[config.mk]
export PLATFORM = sky130hd
export DESIGN_NAME = map_tile_renderer
export DESIGN_NICKNAME = d
export VERILOG_FILES = /design/src/rtl/map_tile_renderer.sv
export SDC_FILE = /design/constraint.sdc
export NUM_CORES = 2
export LEC_CHECK = 0
export CORE_ASPECT_RATIO = 1.25
export CORE_MARGIN = 2
export CORE_UTILIZATION = 35
export DETAILED_ROUTE_END_ITERATION = 8
export MAX_ROUTING_LAYER = met4
export PLACE_DENSITY = 0.53
export SYNTH_ARGS = -nofsm -noshare
export SYNTH_HDL_FRONTEND = slang
export SYNTH_SLANG_ARGS = --single-unit
[constraint.sdc]
create_clock -name clk -period 2.6 [get_ports clk]
set_input_delay 0.52 -clock clk [delete_from_list [all_inputs] [get_ports clk]]
set_output_delay 0.52 -clock clk [all_outputs]
set_load 0.03 [all_outputs]
[src/rtl/map_tile_renderer.sv]
// RAM-backed tile map renderer: a loader FSM copies a level from the external ROM
// into the tile store, which then feeds the VGA pixel path and the physics query port.
`ifndef GROUND
`define GROUND 12'h333
`endif
`ifndef WALL
`define WALL 12'h888
`endif
`ifndef BOUND
`define BOUND 12'hF00
`endif
`ifndef NULL
`define NULL 12'h000
`endif

module map_tile_renderer #(
    parameter int          TILE_LOG2  = 4,
    parameter int          MAPX_LOG2  = 5,
    parameter int          MAPY_LOG2  = 5,
    parameter int          LVL_LOG2   = 2,
    parameter logic [11:0] GOAL_COLOR = 12'h0F0
) (
    input  logic                                      clk,
    input  logic                                      rst,
    input  logic [10:0]                               x,
    input  logic [10:0]                               y,
    output logic [11:0]                               color,
    input  logic [LVL_LOG2-1:0]                       level,
    input  logic                                      load,
    output logic                                      busy,
    output logic                                      done,
    output logic [LVL_LOG2+MAPX_LOG2+MAPY_LOG2-1:0]   rom_addr,
    input  logic [1:0]                                rom_data,
    input  logic [10:0]                               qx,
    input  logic [10:0]                               qy,
    output logic [1:0]                                q_tile
);
    localparam int          IW    = MAPX_LOG2 + MAPY_LOG2;
    localparam int          N     = 1 << IW;
    localparam logic [11:0] X_END = 12'd1 << (TILE_LOG2 + MAPX_LOG2);
    localparam logic [11:0] Y_END = 12'd1 << (TILE_LOG2 + MAPY_LOG2);

    typedef enum logic [1:0] {ST_IDLE, ST_FILL, ST_LAST, ST_FIN} state_t;

    state_t              state_q, state_d;
    logic [LVL_LOG2-1:0] lvl_q, lvl_d;
    logic [IW-1:0]       idx_q, idx_d;
    logic [IW-1:0]       wr_idx_q, wr_idx_d;
    logic                wr_en_q, wr_en_d;
    logic                busy_q, busy_d;
    logic                done_q, done_d;
    logic                valid_q, valid_d;
    logic [11:0]         color_q, color_d;
    logic [1:0]          q_tile_q, q_tile_d;

    logic [1:0]          tile_mem [N];

    // The ROM answers one cycle after the address, so each write trails its address by one stage.
    always_comb begin
        state_d  = state_q;
        lvl_d    = lvl_q;
        idx_d    = idx_q;
        busy_d   = busy_q;
        valid_d  = valid_q;
        done_d   = 1'b0;
        wr_en_d  = (state_q == ST_FILL);
        wr_idx_d = idx_q;
        case (state_q)
            ST_IDLE: begin
                if (load && !done_q) begin
                    lvl_d   = level;
                    idx_d   = '0;
                    busy_d  = 1'b1;
                    valid_d = 1'b0;
                    state_d = ST_FILL;
                end
            end
            ST_FILL: begin
                if (idx_q == {IW{1'b1}}) begin
                    state_d = ST_LAST;
                end else begin
                    idx_d = idx_q + 1'b1;
                end
            end
            ST_LAST: state_d = ST_FIN;
            ST_FIN: begin
                busy_d  = 1'b0;
                done_d  = 1'b1;
                valid_d = 1'b1;
                state_d = ST_IDLE;
            end
            default: state_d = ST_IDLE;
        endcase
    end

    always_ff @(posedge clk or posedge rst) begin
        if (rst) begin
            state_q  <= ST_IDLE;
            lvl_q    <= '0;
            idx_q    <= '0;
            wr_idx_q <= '0;
            wr_en_q  <= 1'b0;
            busy_q   <= 1'b0;
            done_q   <= 1'b0;
            valid_q  <= 1'b0;
        end else begin
            state_q  <= state_d;
            lvl_q    <= lvl_d;
            idx_q    <= idx_d;
            wr_idx_q <= wr_idx_d;
            wr_en_q  <= wr_en_d;
            busy_q   <= busy_d;
            done_q   <= done_d;
            valid_q  <= valid_d;
        end
    end

    always_ff @(posedge clk) begin
        if (wr_en_q) begin
            tile_mem[wr_idx_q] <= rom_data;
        end
    end

    // Port 0 serves the pixel stream, port 1 the physics query.
    genvar gi;
    generate
        for (gi = 0; gi < 2; gi++) begin : g_rd
            logic [10:0]   cx, cy;
            logic [IW-1:0] idx_rd;
            logic          out_d, out_q;
            logic [1:0]    tile_q;

            assign cx = (gi == 0) ? x : qx;
            assign cy = (gi == 0) ? y : qy;

            always_comb begin
                idx_rd = {cy[TILE_LOG2 +: MAPY_LOG2], cx[TILE_LOG2 +: MAPX_LOG2]};
                out_d  = cx[10] | cy[10] | ({1'b0, cx} >= X_END) | ({1'b0, cy} >= Y_END);
            end

            always_ff @(posedge clk) begin
                tile_q <= tile_mem[idx_rd];
            end

            always_ff @(posedge clk or posedge rst) begin
                if (rst) begin
                    out_q <= 1'b1;
                end else begin
                    out_q <= out_d;
                end
            end
        end
    endgenerate

    always_comb begin
        color_d  = `NULL;
        q_tile_d = 2'd2;
        if (valid_q && !g_rd[0].out_q) begin
            case (g_rd[0].tile_q)
                2'd0:    color_d = `GROUND;
                2'd1:    color_d = `WALL;
                2'd2:    color_d = `BOUND;
                default: color_d = GOAL_COLOR;
            endcase
        end
        if (valid_q && !g_rd[1].out_q) begin
            q_tile_d = g_rd[1].tile_q;
        end
    end

    always_ff @(posedge clk or posedge rst) begin
        if (rst) begin
            color_q  <= `NULL;
            q_tile_q <= 2'd2;
        end else begin
            color_q  <= color_d;
            q_tile_q <= q_tile_d;
        end
    end

    assign color    = color_q;
    assign q_tile   = q_tile_q;
    assign busy     = busy_q;
    assign done     = done_q;
    assign rom_addr = {lvl_q, idx_q};
endmodule

==> qor.txt <==
P per Cell Area = 638 mW/mm^2
PortBufs = 61
Die Ht = 609 microns
Register bit total from synthesis = 2092
CTS tree = done
Yosys cell types = 86
Max cap viols = 0
Total Negative Setup Slacks = -0.265 ns
Cts bufs inserted = 218
Die width = 488 microns
Fill cells = 26100
Post-route ant nets = 0
Initial core utilization = 35.1%
Core Area = 0.292 sq mm
Overflow after GRT = 0
Post-route insts no fill = 11100
Slowest CP cell = nor2b_4
Slew margin rel. = 45.4%
Critical path capture point type = flip-flop
First-pass GRT wire length = 520000 microns
Commonest non-fill, non-tap cells in the layout = 2048 x edfxtp_1, 1086 x nor2_1, 831 x mux4_2
Hold Crit Class = primary input to flip-flop
CTS max path bufs = 4
Synth area leaders = edfxtp_1 60%, mux4_2 18%, mux2i_1 4.1%, nor2_1 4.0%, o221ai_1 1.4%
Arr. time, crit path = 3.56 ns
Most common cell after layout, fill and taps aside = edfxtp_1
Sequential fraction of design power = 47.7%
DR DRC count = 0
Failing checks = setup timing
CP Launch Type = primary input
1st-iter DRT viols = 7691
Site Rows = 222
Internal = 0.0589 W
Logic pwr share = 11.7%
# H-tree levels = 4
Leakage Power = 39.7 nW
Status = finished, violations left
Final Instance Area = 0.123 sq mm
Internal reg-to-reg setup slack = -0.12 ns
Post-synth EDFFs = 2048
Die Area = 0.297 sq mm
Worst-path clk slew = 0.07 ns
Crit Path Class = primary input to flip-flop
Number of global-route vias before repair = 69100
# setup viols final = 2
DPL Wire Length = 250000 microns
I/O Pins = 79
Largest net degree at the start of global routing = 144
Bufs and invs on worst path = 5
Fin crit share = 106%
Post-DP Area = 0.115 sq mm
Clk pwr share = 40.7%
Power, Total = 0.0783 W
Share of flip-flops with an asynchronous set or reset = 1.91%
Hold violation count in the final report = 0
Avg Cell Area, Syn = 16.1 sq um
Leading area contributor after synthesis = edfxtp_1
Least-Margin Pin Slew = 0.819 ns
Minimum clock period = 2.75 ns
Sink Count = 2092
Netlist Area Pre-Place = 0.103 sq mm
Critical-path maximum fanout = 8
CP Data Required Time = 3.41 ns
DP Cell Count = 10700
CP delay by family, top = simple AND/OR/NAND/NOR gates
Worst-skew pair later-pin latency = 0.90 ns
Ys flop type = edfxtp_1
RSZ-0062 raised after global routing = yes
Routed wire per std cell = 33.7 microns
WHS = 0.0437 ns
Slew Viols, Final = 0
First-pass detailed-route iteration total = 6
Yosys warnings = 0
VDD IR max = 0.000527 V
Gr usage total = 25.5%
DR vias = 67000
FMAX = 0.364 GHz
Syn nets = 6439
Share of layout cells above drive strength 1 = 32.3%
Seq/Total Area, Yosys = 61.0%
DRT Wirelength = 376000 microns
NumNets Final = 7110
Sw Share = 24.9%
Post-synthesis cell count = 6378
Final Skew = 0.0661 ns
Psw = 0.0195 W
Highest cell delay on the worst timing path = 0.54 ns
Placer Congestion = 0.915
Final setup margin = -0.150 ns
Routed vias/inst = 6.02
Most frequent CP cell = buf_4
Antenna violations before repair = 16
Root Buffer = clkbuf_16
Crit-path cells = buf_4 -> buf_12 -> nor2b_4 -> buf_12 -> a22oi_1 -> a21oi_1 -> nor3_2 -> buf_4 -> nor4b_2 -> buf_4 -> or4b_1 -> o2111ai_1
Area growth syn-to-layout = 19.8%
Synth top area share = 60.0%
[layout make-up]
class                           count  area, sq um  share of cell area, %
Clock buffer                      247         5660                   4.61
Multi-Input combinational cell   3672        37300                   30.3
Inverter                           20         88.8                 0.0723
Sequential cell                  2092        62600                   50.9
Clock inverter                    139         1440                   1.18
Antenna cell                        6         15.0                 0.0122
Tap cell                         3920         4900                   3.99
Timing Repair Buffer             1045        10900                   8.88
[synth_stat cells, drive strengths merged, types with 19 or more instances]
| cell | number |
|---|---|
| edfxtp | 2048 |
| nor2 | 1090 |
| mux4 | 872 |
| mux2i | 419 |
| buf | 316 |
| clkbuf | 276 |
| a21oi | 180 |
| nand2 | 169 |
| o221ai | 168 |
| a22oi | 141 |
| o22ai | 99 |
| nor3 | 79 |
| nand3 | 68 |
| o21ai | 67 |
| dfrtp | 37 |
| a211oi | 27 |
| nor2b | 24 |
| nor4 | 23 |
| inv | 20 |
| mux2 | 19 |
[metal layers]
| layer | share of wire, % | track usage [%] |
|---|---|---|
| met2 | 50 | 42.5 |
| met4 | 6.4 | 13.0 |
| met1 | 36 | 30.0 |
| met3 | 7.5 | 3.66 |
| met5 | 0 | - |
[logic make-up after synthesis]
group | Yosys count | synth area share, %
XOR/XNOR | 4 | 0.0342
buffers and inverters | 614 | 3.45
multiplexers | 1310 | 23.6
adder cells (fa/ha/maj) | 10 | 0.122
flip-flops | 2092 | 61.0
other | 1 | 0.00366
AO/OA/AOI/OAI | 779 | 5.31
AND/OR/NAND/NOR | 1568 | 6.41
[metrics by stage]
step                      setup WS, ns  util (%)
after CTS                       -0.113      41.9
final                           -0.150      42.1
after global routing            -0.148      42.1
after global placement           -1.59      39.4
after detailed placement         -1.60      39.4
after floorplan                -0.0995         -
[sequential cells by signal, indices dropped and copies added (netlist names)]
name,flops
wr_idx_q,10
busy,1
g_rd.tile_q,4
q_tile,2
g_rd.out_q,2
idx_q,10
lvl_q,2
valid_q,1
done,1
tile_mem,2048
wr_en_q,1
color,8
state_q,2
[worst paths after layout]
path                                       startpoint                    endpoint  cells after the start
min                                       rom_data[1]  tile_mem[673][1]$_DFFE_PP_                      1
max reg2reg                tile_mem[644][1]$_DFFE_PP_   g_rd[0].tile_q[1]$_DFF_P_                     10
min in group asynchronous                         rst              done$_DFF_PP0_                      3
max                                              x[6]   g_rd[0].tile_q[1]$_DFF_P_                     12
min reg2reg                      idx_q[8]$_DFFE_PP0P_       wr_idx_q[8]$_DFF_PP0_                      0
max in group asynchronous                         rst     g_rd[1].out_q$_DFF_PP1_                      4
[worst register-to-register path, cell delays in order, from the launching register on]
cell,delay (ns)
edfxtp_1,0.42
mux4_1,0.52
mux4_2,0.53
nand2_1,0.11
nand3b_1,0.09
nor3_2,0.21
buf_4,0.15
nor4b_2,0.04
buf_4,0.19
or4b_1,0.21
o2111ai_1,0.12
[power groups by stage]
| stage | Combinational [W] | Clock [W] | Sequential, W |
|---|---|---|---|
| 2_1_floorplan | 0.00414 | 0 | 0.0380 |
| 3_3_place_gp | 0.00891 | 0 | 0.0381 |
| 3_5_place_dp | 0.00895 | 0 | 0.0381 |
| 4_1_cts | 0.00900 | 0.0322 | 0.0374 |
| 5_1_grt | 0.00946 | 0.0334 | 0.0374 |
| 6_report | 0.00913 | 0.0318 | 0.0374 |
[repair_timing]
item                       4_1_cts  5_1_grt
hold endpoints to repair        18        0
setup endpoints to repair       14        5
pin swaps                       10       23
resized for setup               55       65
buffers inserted                 2        9
hold buffers                     1        0
gates cloned                     0        5
Note: power is estimated with default switching activity, not from simulation.
